`config.mk`:
```
export PLATFORM = sky130hd
export DESIGN_NAME = kth_largest_stream_flat
export DESIGN_NICKNAME = d
export VERILOG_FILES = /design/src/rtl/kth_pkg.sv /design/src/rtl/kth_largest_stream_if.sv /design/src/rtl/kth_rank_array.sv /design/src/rtl/kth_largest_stream.sv /design/src/flat_wrapper.sv
export SDC_FILE = /design/constraint.sdc
export NUM_CORES = 1
export LEC_CHECK = 0
export CELL_PAD_IN_SITES_DETAIL_PLACEMENT = 0
export CELL_PAD_IN_SITES_GLOBAL_PLACEMENT = 1
export CORE_ASPECT_RATIO = 0.9
export CORE_UTILIZATION = 54
export CTS_CLUSTER_DIAMETER = 120
export DETAILED_ROUTE_END_ITERATION = 6
export DONT_BUFFER_PORTS = 1
export PLACE_DENSITY = 0.85
export SYNTH_ARGS = -nofsm -noshare
export SYNTH_HDL_FRONTEND = slang
export SYNTH_SLANG_ARGS = --single-unit
```
`constraint.sdc`:
```
create_clock -name clk -period 6.9 [get_ports clk]
set_clock_uncertainty 0.1 [all_clocks]
set_input_delay 1.035 -clock clk [delete_from_list [all_inputs] [get_ports clk]]
set_output_delay 1.035 -clock clk [all_outputs]
set_load 0.01 [all_outputs]
```
`src/rtl/kth_pkg.sv`:
```
// Shared types, default parameters and the sample compare helper for the
// K-th-largest stream tracker.
package kth_pkg;

  typedef enum logic [1:0] {
    IDLE    = 2'd0,
    COLLECT = 2'd1,
    DONE    = 2'd2
  } state_t;

  localparam int unsigned DEF_WIDTH    = 8;
  localparam int unsigned DEF_K        = 3;
  localparam int unsigned DEF_DISTINCT = 1;
  localparam int unsigned DEF_SIGNED   = 0;
  localparam int unsigned DEF_CNT_W    = 16;

  // a > b from the unsigned result and both MSBs; differing signs decide a signed compare
  function automatic logic cmp_gt(input logic a_msb, input logic b_msb,
                                  input logic ugt, input logic sgn);
    return (sgn && (a_msb != b_msb)) ? b_msb : ugt;
  endfunction

endpackage

```
`src/rtl/kth_largest_stream_if.sv`:
```
// Sample stream and result handshake bundle of the K-th-largest tracker.
interface kth_largest_stream_if
  import kth_pkg::*;
#(
  parameter int unsigned WIDTH = DEF_WIDTH,
  parameter int unsigned CNT_W = DEF_CNT_W
);
  logic             in_valid;
  logic             in_ready;
  logic [WIDTH-1:0] in_data;
  logic             in_last;
  logic             abort;
  logic             res_valid;
  logic             res_ready;
  logic [WIDTH-1:0] res_data;
  logic             res_found;
  logic [CNT_W-1:0] res_count;

  modport master (
    output in_valid, in_data, in_last, abort, res_ready,
    input  in_ready, res_valid, res_data, res_found, res_count
  );

  modport slave (
    input  in_valid, in_data, in_last, abort, res_ready,
    output in_ready, res_valid, res_data, res_found, res_count
  );
endinterface

```
`src/rtl/kth_rank_array.sv`:
```
// Descending top-K array with occupancy; kth/full present the post-update
// values so the caller can register them on the same edge as the insert.
module kth_rank_array
  import kth_pkg::*;
#(
  parameter int unsigned WIDTH    = DEF_WIDTH,
  parameter int unsigned K        = DEF_K,
  parameter int unsigned DISTINCT = DEF_DISTINCT,
  parameter int unsigned SIGNED   = DEF_SIGNED
) (
  input  logic             clk,
  input  logic             rst_n,
  input  logic             clr,
  input  logic             ins,
  input  logic [WIDTH-1:0] din,
  output logic [WIDTH-1:0] kth,
  output logic             full
);
  localparam int unsigned OCC_W = $clog2(K + 1);
  localparam logic        SGN   = (SIGNED != 0);
  localparam logic        DIST  = (DISTINCT != 0);

  logic [WIDTH-1:0] top_q [K];
  logic [WIDTH-1:0] base  [K];
  logic [WIDTH-1:0] top_d [K];
  logic [OCC_W-1:0] occ_q, occ_b, occ_d;
  logic [K-1:0]     used, eq, ahead;
  logic             do_ins;

  // ahead[i]: entry i keeps its rank above din; sorted order makes this a prefix
  always_comb begin
    occ_b = clr ? '0 : occ_q;
    for (int i = 0; i < K; i++) begin
      base[i]  = clr ? '0 : top_q[i];
      used[i]  = (OCC_W'(i) < occ_b);
      eq[i]    = used[i] && (base[i] == din);
      ahead[i] = used[i] && (cmp_gt(base[i][WIDTH-1], din[WIDTH-1], base[i] > din, SGN)
                             || (!DIST && eq[i]));
    end
    do_ins = ins && !ahead[K-1] && !(DIST && (|eq));
    occ_d  = (do_ins && (occ_b != OCC_W'(K))) ? occ_b + 1'b1 : occ_b;
  end

  for (genvar g = 0; g < K; g++) begin : g_slot
    if (g == 0) begin : g_head
      assign top_d[g] = (!do_ins || ahead[g]) ? base[g] : din;
    end else begin : g_tail
      assign top_d[g] = (!do_ins || ahead[g]) ? base[g] :
                        ahead[g-1]            ? din     : base[g-1];
    end
  end

  always_ff @(posedge clk or negedge rst_n) begin
    if (!rst_n) begin
      occ_q <= '0;
      for (int i = 0; i < K; i++) top_q[i] <= '0;
    end else begin
      occ_q <= occ_d;
      for (int i = 0; i < K; i++) top_q[i] <= top_d[i];
    end
  end

  assign kth  = top_d[K-1];
  assign full = (occ_d == OCC_W'(K));
endmodule

```
`src/rtl/kth_largest_stream.sv`:
```
// K-th-largest tracker over one packet of samples; result held under a
// valid/ready handshake until the consumer takes it.
module kth_largest_stream
  import kth_pkg::*;
#(
  parameter int unsigned WIDTH    = DEF_WIDTH,
  parameter int unsigned K        = DEF_K,
  parameter int unsigned DISTINCT = DEF_DISTINCT,
  parameter int unsigned SIGNED   = DEF_SIGNED,
  parameter int unsigned CNT_W    = DEF_CNT_W
) (
  input  logic                  clk,
  input  logic                  rst_n,
  kth_largest_stream_if.slave   bus
);
  state_t           state_q, state_d;
  logic             clr, ins, load, accept;
  logic [CNT_W-1:0] cnt_q, cnt_d;
  logic             rdy_q, valid_q, found_q;
  logic [WIDTH-1:0] data_q;
  logic [CNT_W-1:0] count_q;
  logic [WIDTH-1:0] kth;
  logic             full;

  assign accept = bus.in_valid && rdy_q;

  kth_rank_array #(
    .WIDTH(WIDTH), .K(K), .DISTINCT(DISTINCT), .SIGNED(SIGNED)
  ) u_rank (
    .clk(clk), .rst_n(rst_n), .clr(clr), .ins(ins), .din(bus.in_data),
    .kth(kth), .full(full)
  );

  // First beat of a packet clears and inserts in one cycle; abort only applies mid-packet
  always_comb begin
    state_d = state_q;
    clr     = 1'b0;
    ins     = 1'b0;
    cnt_d   = cnt_q;
    case (state_q)
      IDLE: begin
        if (accept) begin
          clr     = 1'b1;
          ins     = 1'b1;
          cnt_d   = CNT_W'(1);
          state_d = bus.in_last ? DONE : COLLECT;
        end
      end
      COLLECT: begin
        if (bus.abort) begin
          state_d = IDLE;
        end else if (accept) begin
          ins = 1'b1;
          if (cnt_q != '1) cnt_d = cnt_q + 1'b1;
          if (bus.in_last) state_d = DONE;
        end
      end
      DONE: begin
        if (valid_q && bus.res_ready) state_d = IDLE;
      end
      default: state_d = IDLE;
    endcase
  end

  assign load = (state_d == DONE) && (state_q != DONE);

  always_ff @(posedge clk or negedge rst_n) begin
    if (!rst_n) begin
      state_q <= IDLE;
      cnt_q   <= '0;
      rdy_q   <= 1'b0;
      valid_q <= 1'b0;
      data_q  <= '0;
      found_q <= 1'b0;
      count_q <= '0;
    end else begin
      state_q <= state_d;
      cnt_q   <= cnt_d;
      rdy_q   <= (state_d != DONE);
      if (load) begin
        valid_q <= 1'b1;
        found_q <= full;
        data_q  <= full ? kth : '0;
        count_q <= cnt_d;
      end else if (state_q == DONE && bus.res_ready) begin
        valid_q <= 1'b0;
      end
    end
  end

  assign bus.in_ready  = rdy_q;
  assign bus.res_valid = valid_q;
  assign bus.res_data  = data_q;
  assign bus.res_found = found_q;
  assign bus.res_count = count_q;
endmodule
```
`src/flat_wrapper.sv`:
```
// flat-port wrapper written by rule: the top's interface ports become plain ports
module kth_largest_stream_flat import kth_pkg::*;
#(
  parameter int unsigned WIDTH    = DEF_WIDTH,
  parameter int unsigned K        = DEF_K,
  parameter int unsigned DISTINCT = DEF_DISTINCT,
  parameter int unsigned SIGNED   = DEF_SIGNED,
  parameter int unsigned CNT_W    = DEF_CNT_W
)
  (clk, rst_n, bus_in_valid, bus_in_data, bus_in_last, bus_abort, bus_res_ready, bus_in_ready, bus_res_valid, bus_res_data, bus_res_found, bus_res_count);
  kth_largest_stream_if #(.WIDTH(WIDTH), .CNT_W(CNT_W)) bus_i ();
  input  logic clk;
  input  logic rst_n;
  input wire logic [$bits(bus_i.in_valid)-1:0] bus_in_valid;
  input wire logic [$bits(bus_i.in_data)-1:0] bus_in_data;
  input wire logic [$bits(bus_i.in_last)-1:0] bus_in_last;
  input wire logic [$bits(bus_i.abort)-1:0] bus_abort;
  input wire logic [$bits(bus_i.res_ready)-1:0] bus_res_ready;
  output wire logic [$bits(bus_i.in_ready)-1:0] bus_in_ready;
  output wire logic [$bits(bus_i.res_valid)-1:0] bus_res_valid;
  output wire logic [$bits(bus_i.res_data)-1:0] bus_res_data;
  output wire logic [$bits(bus_i.res_found)-1:0] bus_res_found;
  output wire logic [$bits(bus_i.res_count)-1:0] bus_res_count;
  assign bus_i.in_valid = bus_in_valid;
  assign bus_i.in_data = bus_in_data;
  assign bus_i.in_last = bus_in_last;
  assign bus_i.abort = bus_abort;
  assign bus_i.res_ready = bus_res_ready;
  assign bus_in_ready = bus_i.in_ready;
  assign bus_res_valid = bus_i.res_valid;
  assign bus_res_data = bus_i.res_data;
  assign bus_res_found = bus_i.res_found;
  assign bus_res_count = bus_i.res_count;
  kth_largest_stream #(.WIDTH(WIDTH), .K(K), .DISTINCT(DISTINCT), .SIGNED(SIGNED), .CNT_W(CNT_W)) u_core (.clk(clk), .rst_n(rst_n), .bus(bus_i));
endmodule
```
# Word-level counts from Yosys, hierarchy flattened
# Index checks and enable logic that the tools add are counted.
word_totals:
  out_inout_bits: 27
  wordCells: 81
  ff_bits: 71
  in_bits: 14
classes:
  reduce_logical: 22
  add_sub_neg: 2
  muxes: 29
  order_cmp: 6
  eq_ne: 11
ops:
  columns: ["cell", "n"]
  rows:
  - ["8-bit 2-to-1 mux", 9]
  - ["16-bit 2-to-1 mux", 4]
  - ["16-bit one-hot mux with 2 select lines", 1]
  - ["8-bit == test", 3]
  - ["8-bit greater-than comparator", 3]
  - ["16-bit by 1-bit adder with 16-bit output, second input constant", 1]
  - ["2-bit 2-to-1 mux", 8]
  - ["16-bit inequality test, second input constant", 1]
  - ["1-bit logical AND", 13]
  - ["2-bit == test, second input constant", 3]
  - ["2-bit inequality test, second input constant", 3]
  - ["2-bit one-hot mux with 3 select lines", 1]
  - ["1-bit 2-to-1 mux", 5]
  - ["1-bit by 2-bit less-than comparator with 1-bit output, first input constant", 2]
  - ["1-bit zero test", 3]
  - ["1-bit logical OR", 3]
  - ["3-bit OR reduction", 1]
  - ["2-bit by 1-bit adder with 2-bit output, second input constant", 1]
  - ["2-bit by 1-bit == test with 1-bit output, second input constant", 1]
  - ["2-bit zero test", 1]
  - ["2-bit less-than comparator, first input constant", 1]
  - ["1-bit one-hot mux with 2 select lines", 1]
  - ["2-bit nonzero test", 1]

# Logic depth before layout (Yosys ltp)
# Gate-level depths: netlist of the first run.
depth:
  ltp_word: 13
  depth_mapped: 15
  depth_no_buf: 10

# Hierarchy
# From an unflattened synthesis of the first run, not the netlist that was laid out.
unflattened:
  cells_unflattened: 424
  hier_area_um2: 4296.6
modules_own_cells:
  columns: ["module", "cells_per_inst", "instances", "area_each_um2", "seq_area_each_um2"]
  rows:
  - ["kth_largest_stream", 236, 1, 2213.4, 1126.1]
  - ["kth_rank_array", 188, 1, 2083.2, 650.6]

# Worst setup path after synthesis of the first run
# No wires, ideal clock.
synth_timing:
  path_type: "input to register"
  startpoint: "input port bus_in_valid"
  endpoint: "register u_core.data_q[4], in the netlist u_core.bus.res_data[4]"
  slack_ns: 3.007
  required_ns: 6.678
  n_path_buf: 4
  cell_stages: 14
  t_arrival_ns: 3.672
  setup_ns: 0.122
  cell_sequence: "nand4bb_4 -> clkbuf_1 -> buf_2 -> nand2_1 -> inv_1 -> ha_1 -> and3_1 -> a221o_1 -> a211o_4 -> and2_4 -> buf_6 -> buf_8 -> a211o_1 -> a32o_1"
synth_via:
  elab_chain_len: 13
  word_cells_on_any_way: 43
  classes_between: "1 x add/sub; 5 x order compare; 6 x eq/ne; 16 x mux; 15 x reduce/logical"
synth_lines:
  columns: ["item", "line_no", "source"]
  rows:
  - ["start: declaration", "flat_wrapper.sv:14", "input wire logic [$bits(bus_i.in_valid)-1:0] bus_in_valid;"]
  - ["1-bit logical AND *", "kth_largest_stream.sv:25", "assign accept = bus.in_valid && rdy_q;"]
  - ["1-bit 2-to-1 mux", "kth_largest_stream.sv:42, kth_largest_stream.sv:52", null]
  - ["1-bit 2-to-1 mux", "kth_largest_stream.sv:40", "case (state_q)"]
  - ["8-bit 2-to-1 mux / 2-bit 2-to-1 mux (equally long branches)", "kth_rank_array.sv:34, kth_rank_array.sv:32", null]
  - ["8-bit greater-than comparator, or another cell as far along", "kth_rank_array.sv:37", "ahead[i] = used[i] && (cmp_gt(base[i][WIDTH-1], din[WIDTH-1], base[i] > din, SGN)"]
  - ["1-bit logical AND (on tied branches)", "kth_rank_array.sv:37, kth_rank_array.sv:36", null]
  - ["1-bit zero test / 3-bit OR reduction (equally long branches)", "kth_rank_array.sv:40", "do_ins = ins && !ahead[K-1] && !(DIST && (|eq));"]
  - ["1-bit logical AND / 1-bit zero test (equally long branches)", "kth_rank_array.sv:40", null]
  - ["1-bit logical AND", "kth_rank_array.sv:40", null]
  - ["1-bit logical AND / 1-bit zero test (equally long branches)", "kth_rank_array.sv:41, kth_rank_array.sv:48", null]
  - ["2-bit 2-to-1 mux / 1-bit logical OR (equally long branches)", "kth_rank_array.sv:41, kth_rank_array.sv:48", null]
  - ["2-bit == test / 8-bit 2-to-1 mux (equally long branches)", "kth_rank_array.sv:64, kth_rank_array.sv:48", null]
  - ["8-bit 2-to-1 mux", "kth_largest_stream.sv:83", "data_q <= full ? kth : '0;"]
  - ["end signal: assignment", "kth_largest_stream.sv:83", null]
  - ["end: declaration", "kth_largest_stream.sv:20", "logic [WIDTH-1:0] data_q;"]
# Mark *: on every way between the ends. The rest lies on a longest branch, timed or not.
# A chain may end at the register's enable or synchronous reset.

==> results of run 1 <==
## Yosys cell counts (3+ instances only)
cell type	count
sky130_fd_sc_hd__buf_2	5
sky130_fd_sc_hd__clkbuf_1	6
sky130_fd_sc_hd__nand2b_1	5
sky130_fd_sc_hd__nand4_1	10
sky130_fd_sc_hd__a32o_1	9
sky130_fd_sc_hd__and2_1	24
sky130_fd_sc_hd__o21ai_0	7
sky130_fd_sc_hd__a31oi_1	3
sky130_fd_sc_hd__ha_1	27
sky130_fd_sc_hd__nand3_1	5
sky130_fd_sc_hd__nor2_1	13
sky130_fd_sc_hd__o211ai_1	3
sky130_fd_sc_hd__nor3_1	6
sky130_fd_sc_hd__mux2_2	21
sky130_fd_sc_hd__dfrtp_1	71
sky130_fd_sc_hd__a21oi_2	3
sky130_fd_sc_hd__a21oi_1	16
sky130_fd_sc_hd__a211oi_1	3
sky130_fd_sc_hd__and3_1	3
sky130_fd_sc_hd__inv_1	22
sky130_fd_sc_hd__a211o_1	10
sky130_fd_sc_hd__o21ai_1	14
sky130_fd_sc_hd__mux2i_1	18
sky130_fd_sc_hd__nand2_1	35
## cells by family after synthesis
group           Yosys count  share of synthesized area
fa+ha+maj                27                     0.0839
mux                      39                      0.104
xor+xnor                  2                    0.00435
flops                    71                      0.441
simple gates            123                      0.171
compound gates           85                      0.150
buf+inv                  38                     0.0454
## worst paths after layout
path | end | slack, ps | cells past startpoint
max | u_core.u_rank.top_q[17] | 2510 | 9
min | u_core.u_rank.top_q[19] | 270 | 0
max reg2reg | u_core.u_rank.top_q[17] | 2560 | 9
min reg2reg | u_core.cnt_q[4] | 400 | 1
max in group asynchronous | u_core.u_rank.top_q[5] | 6300 | 0
min in group clk | u_core.cnt_q[4] | 400 | 1
## layer usage
layer / wire length [um] / part of all wire / track usage
met1: 4050 / 0.49 / 0.332
met5: 0 / 0 / 0
met3: 473 / 0.057 / 0.0628
met2: 3690 / 0.44 / 0.341
met4: 85 / 0.010 / 0.0643
## per-stage QoR
step / hold slack, ps / utilization / total power [W] / cell area (um2) / setup slack, ps
2_1_floorplan: 353 / - / 0.00108 / 4030 / 3010
3_3_place_gp: 383 / 0.566 / 0.00117 / 4050 / 2310
3_5_place_dp: 392 / 0.566 / 0.00119 / 4050 / 2190
4_1_cts: 261 / 0.598 / 0.00158 / 4270 / 2550
5_1_grt: 249 / 0.598 / 0.00168 / 4270 / 2340
6_report: 270 / 0.598 / 0.00157 / 4270 / 2510
## flip-flops by register name, indices dropped and copies added, names as in the netlist
| name | count |
|---|---|
| u_core.u_rank.occ_q | 2 |
| u_core.bus.res_data | 8 |
| u_core.u_rank.top_q | 24 |
| u_core.cnt_q | 16 |
| u_core.bus.in_ready | 1 |
| u_core.bus.res_valid | 1 |
| u_core.bus.res_count | 16 |
| u_core.state_q | 2 |
| u_core.bus.res_found | 1 |
## cells in the final DEF (no fill, tap or decap), types with 3 or more instances in the layout
cell	n
sky130_fd_sc_hd__and3_1	3
sky130_fd_sc_hd__a21oi_2	3
sky130_fd_sc_hd__nand3_1	5
sky130_fd_sc_hd__nand4_1	10
sky130_fd_sc_hd__mux2_2	21
sky130_fd_sc_hd__nor3_1	6
sky130_fd_sc_hd__nor2_1	13
sky130_fd_sc_hd__inv_1	22
sky130_fd_sc_hd__o211ai_1	3
sky130_fd_sc_hd__clkbuf_8	9
sky130_fd_sc_hd__o21ai_0	7
sky130_fd_sc_hd__a211o_1	10
sky130_fd_sc_hd__nand2_1	35
sky130_fd_sc_hd__o21ai_1	14
sky130_fd_sc_hd__and2_1	24
sky130_fd_sc_hd__a21oi_1	16
sky130_fd_sc_hd__dfrtp_1	71
sky130_fd_sc_hd__mux2i_1	18
sky130_fd_sc_hd__ha_1	27
sky130_fd_sc_hd__a211oi_1	3
sky130_fd_sc_hd__nand2b_1	5
sky130_fd_sc_hd__a31oi_1	3
sky130_fd_sc_hd__a32o_1	9
## final cells by class
| cell class | instances | area share |
|---|---|---|
| Clock buffer | 9 | 0.0290 |
| Tap cell | 93 | 0.0272 |
| Inverter | 23 | 0.0202 |
| Multi-Input combinational cell | 276 | 0.483 |
| Sequential cell | 71 | 0.416 |
| Clock inverter | 7 | 0.0246 |
## worst register-to-register path, cell delays in order (launching register included)
cell and delay [ps]:
sky130_fd_sc_hd__dfrtp_1 470, sky130_fd_sc_hd__nand4bb_4 650, sky130_fd_sc_hd__and2_1 440, sky130_fd_sc_hd__ha_1 300, sky130_fd_sc_hd__and4_1 220, sky130_fd_sc_hd__and3_2 240, sky130_fd_sc_hd__a21oi_2 210, sky130_fd_sc_hd__nand4_2 560
sky130_fd_sc_hd__nor2_2 640, sky130_fd_sc_hd__mux2_2 400
## power by group through the flow
stage	sequential, W	combinational [W]	clock [W]
floorplan	0.000576	0.000501	0
global placement	0.000596	0.000576	0
detailed placement	0.000597	0.000598	0
CTS	0.000590	0.000601	0.000386
global route	0.000602	0.000674	0.000404
finish	0.000588	0.000599	0.000379
==> metrics.log, run 1 <==
[metrics] initial antenna violation count: 0
[metrics] per-instance average area after synthesis: 10.5 um2
[metrics] die height: 83.9 um
[metrics] Max Root-Sink Buffers: 2
[metrics] run status: complete, no violations
[metrics] global-route usage over all layers: 0.230
[metrics] via count of the first global-routing pass: 2882
[metrics] Resize count post-CTS: 0
[metrics] final weighted congestion in routability-driven placement: 0.848
[metrics] clock tree root buffer cell: sky130_fd_sc_hd__clkbuf_8
[metrics] clock tree from TritonCTS: yes
[metrics] gate count after technology mapping: 385
[metrics] routed vias/inst: 5.87
[metrics] total instance count after detailed placement: 463
[metrics] average wire per standard cell: 17.3 um
[metrics] number of storage elements in the synthesis netlist: 71
[metrics] drt first pass iters: 4
[metrics] largest cells by area after synthesis: sky130_fd_sc_hd__dfrtp_1 44%, sky130_fd_sc_hd__ha_1 8.4%, sky130_fd_sc_hd__mux2_2 5.9%
[metrics] H-tree depth: 3
[metrics] count of flip-flops with a built-in enable after synthesis: 0
[metrics] arrival time of the worst setup path: 4520 ps
[metrics] largest voltage drop on the vdd net: 237 uV
[metrics] Syn-to-layout area delta: 6.19%
[metrics] clock edge transition at the registers on the reported setup and hold paths: 90 ps
[metrics] width of the chip: 93.0 um
[metrics] share of flip-flops with an asynchronous set or reset after synthesis: 1.00
[metrics] fin crit period: 4390 ps
[metrics] row count: 29
[metrics] remaining antenna violation count: 0
[metrics] tightest slew margin relative to the limit: 0.520
[metrics] kind of start point of the critical path: input pin
[metrics] Tightest Hold Check Type: input pin to async pin
[metrics] Setup violations, final: 0
[metrics] accumulated negative setup slack: 0 ps
[metrics] clock latency at the later pin of the worst-skew pair: 350 ps
[metrics] Worst EP required: 7030 ps
[metrics] max-cap check violation count: 0
[metrics] HPWL reported at the end of detailed placement: 5960 um
[metrics] Synth Cell Area: 4030 um2
[metrics] leading register cell type out of synthesis: sky130_fd_sc_hd__dfrtp_1
[metrics] total buffers and inverters traversed by the critical path: 0
[metrics] quantity of I/O buffers inserted on ports: 0
[metrics] count of different cell masters after synthesis: 61
[metrics] Post CTS Setup Buffer Count: 0
[metrics] Num CTS Buffers: 9
[metrics] number of nets in the finished design: 422
[metrics] cell family with most CP delay: simple AND/OR/NAND/NOR gates
[metrics] power per standard cell area: 367 nW/um2
[metrics] cell-internal power: 0.000992 W
[metrics] final cycle utilization of the critical path: 0.637
[metrics] via count of the routed design: 2814
[metrics] starting density of the core: 0.563
[metrics] number of clock sinks: 71
[metrics] maximum single-stage delay on the critical path: 640 ps
[metrics] f_max: 228 MHz
[metrics] Pins Over Slew Limit: 0
[metrics] Net Sw Power: 0.000574 W
[metrics] footprint of the flip-flops and latches: 1780 um2
[metrics] Critical Setup Path Class: input pin to register
[metrics] synthesis warning total: 0
[metrics] CP Cell Sequence: nand4bb_4, and2_1, ha_1, and4_1, and3_2, a21oi_2, nand4_2, nor2_2, mux2_2
[metrics] largest net degree at the start of global routing: 72
[metrics] clock share of power: 0.242
[metrics] kind of end point of the critical path: register
[metrics] core area: 7150 um2
[metrics] Die Footprint: 7800 um2
[metrics] fraction of power consumed by combinational cells: 0.382
[metrics] worst slew pin tran: 721 ps
[metrics] Slowest cell on crit path: sky130_fd_sc_hd__nor2_2
[metrics] overflow left after global routing: 0
[metrics] launching point of the worst reg2reg path: u_core.state_q[1]
[metrics] largest driver fanout on the critical path: 40
[metrics] Antenna diodes: 0
[metrics] post-detailed-routing wire length: 8300 um
[metrics] CTS Hold Buffers Added: 0
[metrics] number of top-level pins: 41
[metrics] cell type with the highest aggregate area in the netlist: sky130_fd_sc_hd__dfrtp_1
[metrics] violation count after the first detailed-routing iteration: 132
[metrics] global-route wire length before repair: 14000 um
[metrics] number of design rule violations left after detail routing: 0
[metrics] number of cells in the finished layout apart from fillers: 479
[metrics] number of fillers in the final layout: 590
[metrics] proportion of netlist area held by the largest area contributor: 0.441
[metrics] part of the power in registers: 0.376
[metrics] share of layout cells above drive strength 1: 0.145
[metrics] Hold Fails Final Rpt: 0
[metrics] leakage power: 2.02 nW
[metrics] Net Count, Synth: 426
[metrics] switch share: 0.367
[metrics] unrepaired setup endpoints after global routing: false
[metrics] area occupied by multi-input gates: 2070 um2
[metrics] crit path launch: bus_in_valid
[metrics] sequential fraction of the synthesis area: 0.441
Note: power is estimated with default switching activity, not from simulation.
==> inputs of run 2 (changes only) <==
--- a/config.mk
+++ b/config.mk
@@ -8,11 +8,11 @@
 export CELL_PAD_IN_SITES_DETAIL_PLACEMENT = 0
 export CELL_PAD_IN_SITES_GLOBAL_PLACEMENT = 1
 export CORE_ASPECT_RATIO = 0.9
-export CORE_UTILIZATION = 54
+export CORE_UTILIZATION = 45
 export CTS_CLUSTER_DIAMETER = 120
 export DETAILED_ROUTE_END_ITERATION = 6
 export DONT_BUFFER_PORTS = 1
-export PLACE_DENSITY = 0.85
+export PLACE_DENSITY = 0.75
 export SYNTH_ARGS = -nofsm -noshare
 export SYNTH_HDL_FRONTEND = slang
 export SYNTH_SLANG_ARGS = --single-unit
==> constraint.sdc (replaced) <==
create_clock -name clk -period 3.7 [get_ports clk]
set_clock_uncertainty 0.1 [all_clocks]
set_input_delay 0.555 -clock clk [delete_from_list [all_inputs] [get_ports clk]]
set_output_delay 0.555 -clock clk [all_outputs]
set_load 0.01 [all_outputs]
==> run 2 against run 1 <==
Effect of this change: global-route usage decreased by 2.5 points; sequential power increased by 87%; highest routed layer unchanged; count of clock-buffer cells in the layout increased by 1; critical path type is now register to register; routed wire length increased by 3.5%; largest cell class unchanged; utilization decreased by 9.0 points; sequential share of layout area decreased by 0.94 points; critical path depth unchanged; critical endpoint is now u_core.bus.res_data[2]; non-clock buffer count increased by 5; hold slack got worse by 77 ps.
==> metrics.log, run 2 (synthesis results as in run 1) <==
[metrics] run status: complete, no violations
[metrics] fin crit period: 3470 ps
[metrics] clock edge transition at the registers on the reported setup and hold paths: 80 ps (about the same)
[metrics] Hold Fails Final Rpt: 0 (unchanged)
[metrics] unrepaired setup endpoints after global routing: false
[metrics] final cycle utilization of the critical path: 0.938
[metrics] Top Metal Used: met4
[metrics] instance count along the most critical hold path: 1
[metrics] remaining antenna violation count: 0 (unchanged)
[metrics] largest voltage drop on the vdd net: 366 uV (+54%)
[metrics] row count: 32 (+10%)
[metrics] kind of end point of the critical path: register
[metrics] average wire per standard cell: 16.8 um (-2.8%)
[metrics] number of fillers in the final layout: 792 (+34%)
[metrics] H-tree depth: 3 (unchanged)
[metrics] final weighted congestion in routability-driven placement: 0.894 (+5.5%)
[metrics] arrival time of the worst setup path: 3600 ps (-920 ps)
[metrics] worst slew pin tran: 739 ps (+18.8 ps)
[metrics] Antenna diodes: 0 (unchanged)
[metrics] detailed-routed wire length on met3: 469 um (-0.85%)
[metrics] max-cap check violation count: 0 (unchanged)
[metrics] largest net degree at the start of global routing: 72 (unchanged)
[metrics] die height: 91.7 um (+9.3%)
[metrics] number of top-level pins: 41 (unchanged)
[metrics] f_max: 288 MHz
[metrics] highest-count cells in the layout ignoring fill and taps: 71 x sky130_fd_sc_hd__dfrtp_1, 35 x sky130_fd_sc_hd__nand2_1, 27 x sky130_fd_sc_hd__ha_1
[metrics] cell depth of the worst flop-to-flop path: 9 (unchanged)
[metrics] clock latency at the later pin of the worst-skew pair: 350 ps (about the same)
[metrics] HPWL reported at the end of detailed placement: 6210 um (+4.2%)
[metrics] power per standard cell area: 676 nW/um2 (+84%)
[metrics] area occupied by multi-input gates: 2070 um2 (+0.24%)
[metrics] drt first pass iters: 6 (+2)
[metrics] Worst EP required: 3830 ps (-3200 ps)
[metrics] number of nets in the finished design: 427 (+1.2%)
[metrics] accumulated negative setup slack: 0 ps (unchanged)
[metrics] starting density of the core: 0.468 (-0.0955)
[metrics] global-route wire length before repair: 14600 um (+4.7%)
[metrics] Setup violations, final: 0 (unchanged)
[metrics] Syn-to-layout area delta: 8.64%
[metrics] Max Root-Sink Buffers: 2 (unchanged)
[metrics] flip-flop count of the largest register after layout: 24 (unchanged)
[metrics] footprint of the flip-flops and latches: 1780 um2 (unchanged)
[metrics] sum of routed wire segments on met1: 4170 um (+2.9%)
[metrics] global-route usage over all layers: 0.205 (-0.0255)
[metrics] worst setup slack before clock tree synthesis: 261 ps (-1930 ps)
[metrics] leakage power: 2.05 nW (+1.4%)
[metrics] kind of start point of the critical path: register
[metrics] Num CTS Buffers: 9 (unchanged)
[metrics] tightest slew margin relative to the limit: 0.507 (-0.0125)
[metrics] violation count after the first detailed-routing iteration: 132 (unchanged)
[metrics] largest driver fanout on the critical path: 22 (-45%)
[metrics] final worst slack: 228 ps (-2280 ps)
[metrics] most common library cell in the layout ignoring fill and taps: sky130_fd_sc_hd__dfrtp_1
[metrics] number of clock sinks: 71 (unchanged)
[metrics] Critical Setup Path Class: register to register
[metrics] number of design rule violations left after detail routing: 0 (unchanged)
[metrics] initial antenna violation count: 0 (unchanged)
[metrics] quantity of I/O buffers inserted on ports: 0 (unchanged)
[metrics] routed length on met2: 3850 um (+4.2%)
[metrics] via count of the first global-routing pass: 2895 (+0.45%)
[metrics] post-detailed-routing wire length: 8590 um (+3.5%)
[metrics] routed vias/inst: 5.59 (-4.9%)
[metrics] Pins Over Slew Limit: 0 (unchanged)
[metrics] clock tree from TritonCTS: yes
[metrics] width of the chip: 102 um (+9.3%)
[metrics] share of layout cells above drive strength 1: 0.153 (+0.00837)
[metrics] register with the most flip-flops: u_core.u_rank.top_q
[metrics] Tightest Hold Check Type: input pin to register
[metrics] overflow left after global routing: 0 (unchanged)
[metrics] via count of the routed design: 2850 (+1.3%)
[metrics] core area: 8610 um2 (+20%)
[metrics] Die Footprint: 9330 um2 (+20%)
[metrics] worst slack on hold paths: 193 ps (-76.7 ps)
[metrics] clock tree root buffer cell: sky130_fd_sc_hd__clkbuf_8
run 2: critical path, stage by stage, from the launching register on:
cell and delay [ps]:
sky130_fd_sc_hd__dfrtp_1 470, sky130_fd_sc_hd__nand4bb_4 450, sky130_fd_sc_hd__and2_1 310, sky130_fd_sc_hd__ha_1 290, sky130_fd_sc_hd__and3_1 190, sky130_fd_sc_hd__a221o_1 360
sky130_fd_sc_hd__a211o_4 390, sky130_fd_sc_hd__and2_4 240, sky130_fd_sc_hd__a211o_1 320, sky130_fd_sc_hd__a32o_1 220
run 2: final timing paths:
kind                              startpoint                       to  slack [ps]
setup / recovery           u_core.state_q[1]   u_core.bus.res_data[2]         230
hold / removal                 bus_res_ready     u_core.bus.res_valid         190
setup reg to reg           u_core.state_q[1]   u_core.bus.res_data[2]         230
hold reg to reg              u_core.cnt_q[4]          u_core.cnt_q[4]         400
max in group asynchronous              rst_n      u_core.bus.in_ready        2530
min in group asynchronous              rst_n  u_core.u_rank.top_q[16]         620
run 2: metal layers:
layer | vias up | GRT usage
li1 | 1395 | -
met1 | 1385 | 0.293
met2 | 61 | 0.304
met3 | 9 | 0.0534
met4 | 0 | 0.0568
met5 | - | 0
run 2: layout make-up:
class,count,share of cell area
multi-input combinational,276,0.474
sequential,71,0.406
tap,119,0.0340
clock buffer,10,0.0315
clock inverter,6,0.0212
inverter,23,0.0197
timing repair buffer,5,0.0137
run 2: what timing repair did:
action	4_1_cts	5_1_grt
hold endpoints to repair	71	0
resized for setup	0	1
setup buffers	0	0
setup endpoints to repair	0	1
hold buffers	2	0
run 2: per-stage QoR:
step	power, W	area, um2	util	std cells
after floorplan	0.00201	4030	-	385
after global placement	0.00221	4100	0.476	492
after detailed placement	0.00224	4100	0.476	492
after CTS	0.00298	4370	0.507	510
after global routing	0.00319	4370	0.508	510
final	0.00296	4370	0.508	510
run 2: power by group:
group          switching (W)  total [W]  internal (W)
Sequential          0.000128    0.00110      0.000969
Combinational       0.000639    0.00115      0.000513
Clock               0.000306   0.000708      0.000401
==> inputs of run 3 (changes only) <==
--- a/config.mk
+++ b/config.mk
@@ -13,6 +13,7 @@
 export DETAILED_ROUTE_END_ITERATION = 6
 export DONT_BUFFER_PORTS = 1
 export PLACE_DENSITY = 0.75
+export SKIP_CTS_REPAIR_TIMING = 1
 export SYNTH_ARGS = -nofsm -noshare
 export SYNTH_HDL_FRONTEND = slang
 export SYNTH_SLANG_ARGS = --single-unit
==> run 3 against run 2 <==
Effect of this change: non-clock buffer count unchanged; first-iteration DRC count decreased by 3.8%; die area unchanged; highest routed layer unchanged; via count decreased by 0.49%; combinational power about the same; sequential power about the same; total power decreased by 0.11%; maximum frequency increased by 0.36%; count of clock-buffer cells in the layout unchanged; cell area unchanged; utilization unchanged.
==> metrics.log, run 3 (synthesis results as in run 1) <==
[metrics] Net Sw Power: 0.00107 W (-0.26%)
[metrics] via count of the routed design: 2836 (-0.49%)
[metrics] launching point of the worst reg2reg path: u_core.state_q[1]
[metrics] Critical Setup Path Class: register to register
[metrics] clock share of power: 0.240 (about the same)
[metrics] cell-internal power: 0.00188 W (about the same)
[metrics] clock tree root buffer cell: sky130_fd_sc_hd__clkbuf_8
[metrics] quantity of I/O buffers inserted on ports: 0 (unchanged)
[metrics] Antenna diodes: 0 (unchanged)
[metrics] kind of start point of the critical path: register
[metrics] average wire per standard cell: 16.8 um (-0.45%)
[metrics] CP Cell Sequence: nand4bb_4, and2_1, ha_1, and3_1, a221o_1, a211o_4, and2_4, a211o_1, a32o_1
[metrics] worst setup slack before clock tree synthesis: 261 ps (unchanged)
[metrics] row count: 32 (unchanged)
[metrics] worst setup slack for register-to-register paths: 240 ps (about the same)
[metrics] number of fillers in the final layout: 791 (-0.13%)
[metrics] fraction of power consumed by combinational cells: 0.389 (about the same)
[metrics] global-route usage over all layers: 0.204 (-0.000490)
[metrics] number of top-level pins: 41 (unchanged)
[metrics] width of the chip: 102 um (unchanged)
[metrics] number of design rule violations left after detail routing: 0 (unchanged)
[metrics] worst slack on hold paths: 194 ps (+1.54 ps)
[metrics] drt first pass iters: 4 (-2)
[metrics] post-layout power: 0.00295 W (-0.11%)
[metrics] endpoint of the worst hold path: u_core.bus.res_valid
[metrics] crit path launch: u_core.state_q[1]
[metrics] switch share: 0.362 (-0.000538)
[metrics] instance count along the most critical hold path: 1 (unchanged)
[metrics] hold path start: bus_res_ready
[metrics] arrival time of the worst setup path: 3590 ps (about the same)
[metrics] run status: complete, no violations
[metrics] worst slew pin tran: 738 ps (-1.05 ps)
[metrics] Worst EP required: 3830 ps (about the same)
[metrics] total instance count after detailed placement: 492 (unchanged)
[metrics] Tightest Hold Check Type: input pin to register
[metrics] terminus of the critical flop-to-flop path: u_core.bus.res_data[2]
[metrics] register with the most flip-flops: u_core.u_rank.top_q
[metrics] overflow left after global routing: 0 (unchanged)
[metrics] tightest slew margin relative to the limit: 0.508 (+0.000702)
[metrics] part of the power in registers: 0.371 (about the same)
[metrics] leakage power: 2.05 nW (unchanged)
[metrics] Max Root-Sink Buffers: 2 (unchanged)
[metrics] Syn-to-layout area delta: 8.64% (unchanged)
[metrics] remaining antenna violation count: 0 (unchanged)
[metrics] cell depth of the worst flop-to-flop path: 9 (unchanged)
[metrics] H-tree depth: 3 (unchanged)
[metrics] fin crit period: 3460 ps (-12.5 ps)
[metrics] core area: 8610 um2 (unchanged)
[metrics] power per standard cell area: 675 nW/um2 (-0.11%)
[metrics] accumulated negative setup slack: 0 ps (unchanged)
[metrics] Setup violations, final: 0 (unchanged)
[metrics] HPWL reported at the end of detailed placement: 6210 um (unchanged)
[metrics] most common library cell in the layout ignoring fill and taps: sky130_fd_sc_hd__dfrtp_1
[metrics] final worst slack: 240 ps (+12.5 ps)
[metrics] final weighted congestion in routability-driven placement: 0.894 (unchanged)
[metrics] highest-count cells in the layout ignoring fill and taps: 71 x sky130_fd_sc_hd__dfrtp_1, 35 x sky130_fd_sc_hd__nand2_1, 27 x sky130_fd_sc_hd__ha_1
[metrics] maximum single-stage delay on the critical path: 470 ps (about the same)
[metrics] Num CTS Buffers: 9 (unchanged)
[metrics] kind of end point of the critical path: register
[metrics] via count of the first global-routing pass: 2898 (+0.10%)
[metrics] number of clock sinks: 71 (unchanged)
[metrics] Hold Fails Final Rpt: 0 (unchanged)
[metrics] starting density of the core: 0.468 (unchanged)
[metrics] unrepaired setup endpoints after global routing: false
[metrics] Pins Over Slew Limit: 0 (unchanged)
[metrics] clock tree from TritonCTS: yes
[metrics] largest driver fanout on the critical path: 22 (unchanged)
[metrics] post-detailed-routing wire length: 8550 um (-0.45%)
[metrics] share of layout cells above drive strength 1: 0.153 (unchanged)
[metrics] max-cap check violation count: 0 (unchanged)
[metrics] die height: 91.7 um (unchanged)
[metrics] routed vias/inst: 5.56 (-0.49%)
[metrics] clock latency at the later pin of the worst-skew pair: 350 ps (about the same)
[metrics] initial antenna violation count: 0 (unchanged)
[metrics] clock edge transition at the registers on the reported setup and hold paths: 80 ps (about the same)
[metrics] final cycle utilization of the critical path: 0.935 (-0.00338)
[metrics] f_max: 289 MHz (+0.36%)
[metrics] global-route wire length before repair: 14600 um (-0.23%)
[metrics] number of nets in the finished design: 427 (unchanged)
[metrics] Slowest cell on crit path: sky130_fd_sc_hd__dfrtp_1
[metrics] violation count after the first detailed-routing iteration: 127 (-3.8%)
[metrics] Die Footprint: 9330 um2 (unchanged)
[metrics] largest voltage drop on the vdd net: 365 uV (-0.14%)
[metrics] flip-flop count of the largest register after layout: 24 (unchanged)
[metrics] number of cells in the finished layout apart from fillers: 510 (unchanged)
[metrics] largest net degree at the start of global routing: 72 (unchanged)
run 3: worst max-delay path by stage:
stage                        endpoint  slack [ps]  cells after the start
5_1_grt        u_core.bus.res_data[2]          50                      9
2_1_floorplan  u_core.bus.res_data[4]         180                     15
6_report       u_core.bus.res_data[2]         240                      9
3_3_place_gp   u_core.bus.res_data[2]         320                      9
4_1_cts        u_core.bus.res_data[2]         230                      9
3_5_place_dp   u_core.bus.res_data[6]         260                      9
run 3: metal layers:
metal / up-vias / routed length (um) / track usage
met5: - / 0 / 0
met4: 0 / 94 / 0.0568
met3: 8 / 460 / 0.0549
met2: 63 / 3830 / 0.306
met1: 1372 / 4170 / 0.289
li1: 1393 / - / -
run 3: worst max-delay path, delay by kind of cell, from the launching register on:
| kind | cells | cell delay [ps] |
|---|---|---|
| flip-flops | 1 | 470 |
| adder cells (fa/ha/maj) | 1 | 290 |
| AND/OR/NAND/NOR | 4 | 1190 |
| AO/OA/AOI/OAI | 4 | 1290 |
run 3: power groups by stage:
stage | Clock (W) | Combinational [W] | Sequential, W
6_report | 0.000708 | 0.00115 | 0.00110
5_1_grt | 0.000761 | 0.00131 | 0.00112
4_1_cts | 0.000723 | 0.00113 | 0.00110
3_5_place_dp | 0 | 0.00112 | 0.00111
3_3_place_gp | 0 | 0.00109 | 0.00111
2_1_floorplan | 0 | 0.000934 | 0.00107
run 3: per-stage QoR:
| step | util | instance area (um2) |
|---|---|---|
| detailed placement | 0.476 | 4100 |
| CTS | 0.503 | 4330 |
| global placement | 0.476 | 4100 |
| floorplan | - | 4030 |
| finish | 0.508 | 4370 |
| global route | 0.508 | 4370 |
run 3: layout make-up:
class                      instances  area [um2]  area share
multi-input combinational        276        2070       0.474
sequential                        71        1780       0.406
tap                              119         149      0.0340
clock buffer                      10         138      0.0315
clock inverter                     6        92.6      0.0212
inverter                          23        86.3      0.0197
timing repair buffer               5        60.1      0.0137
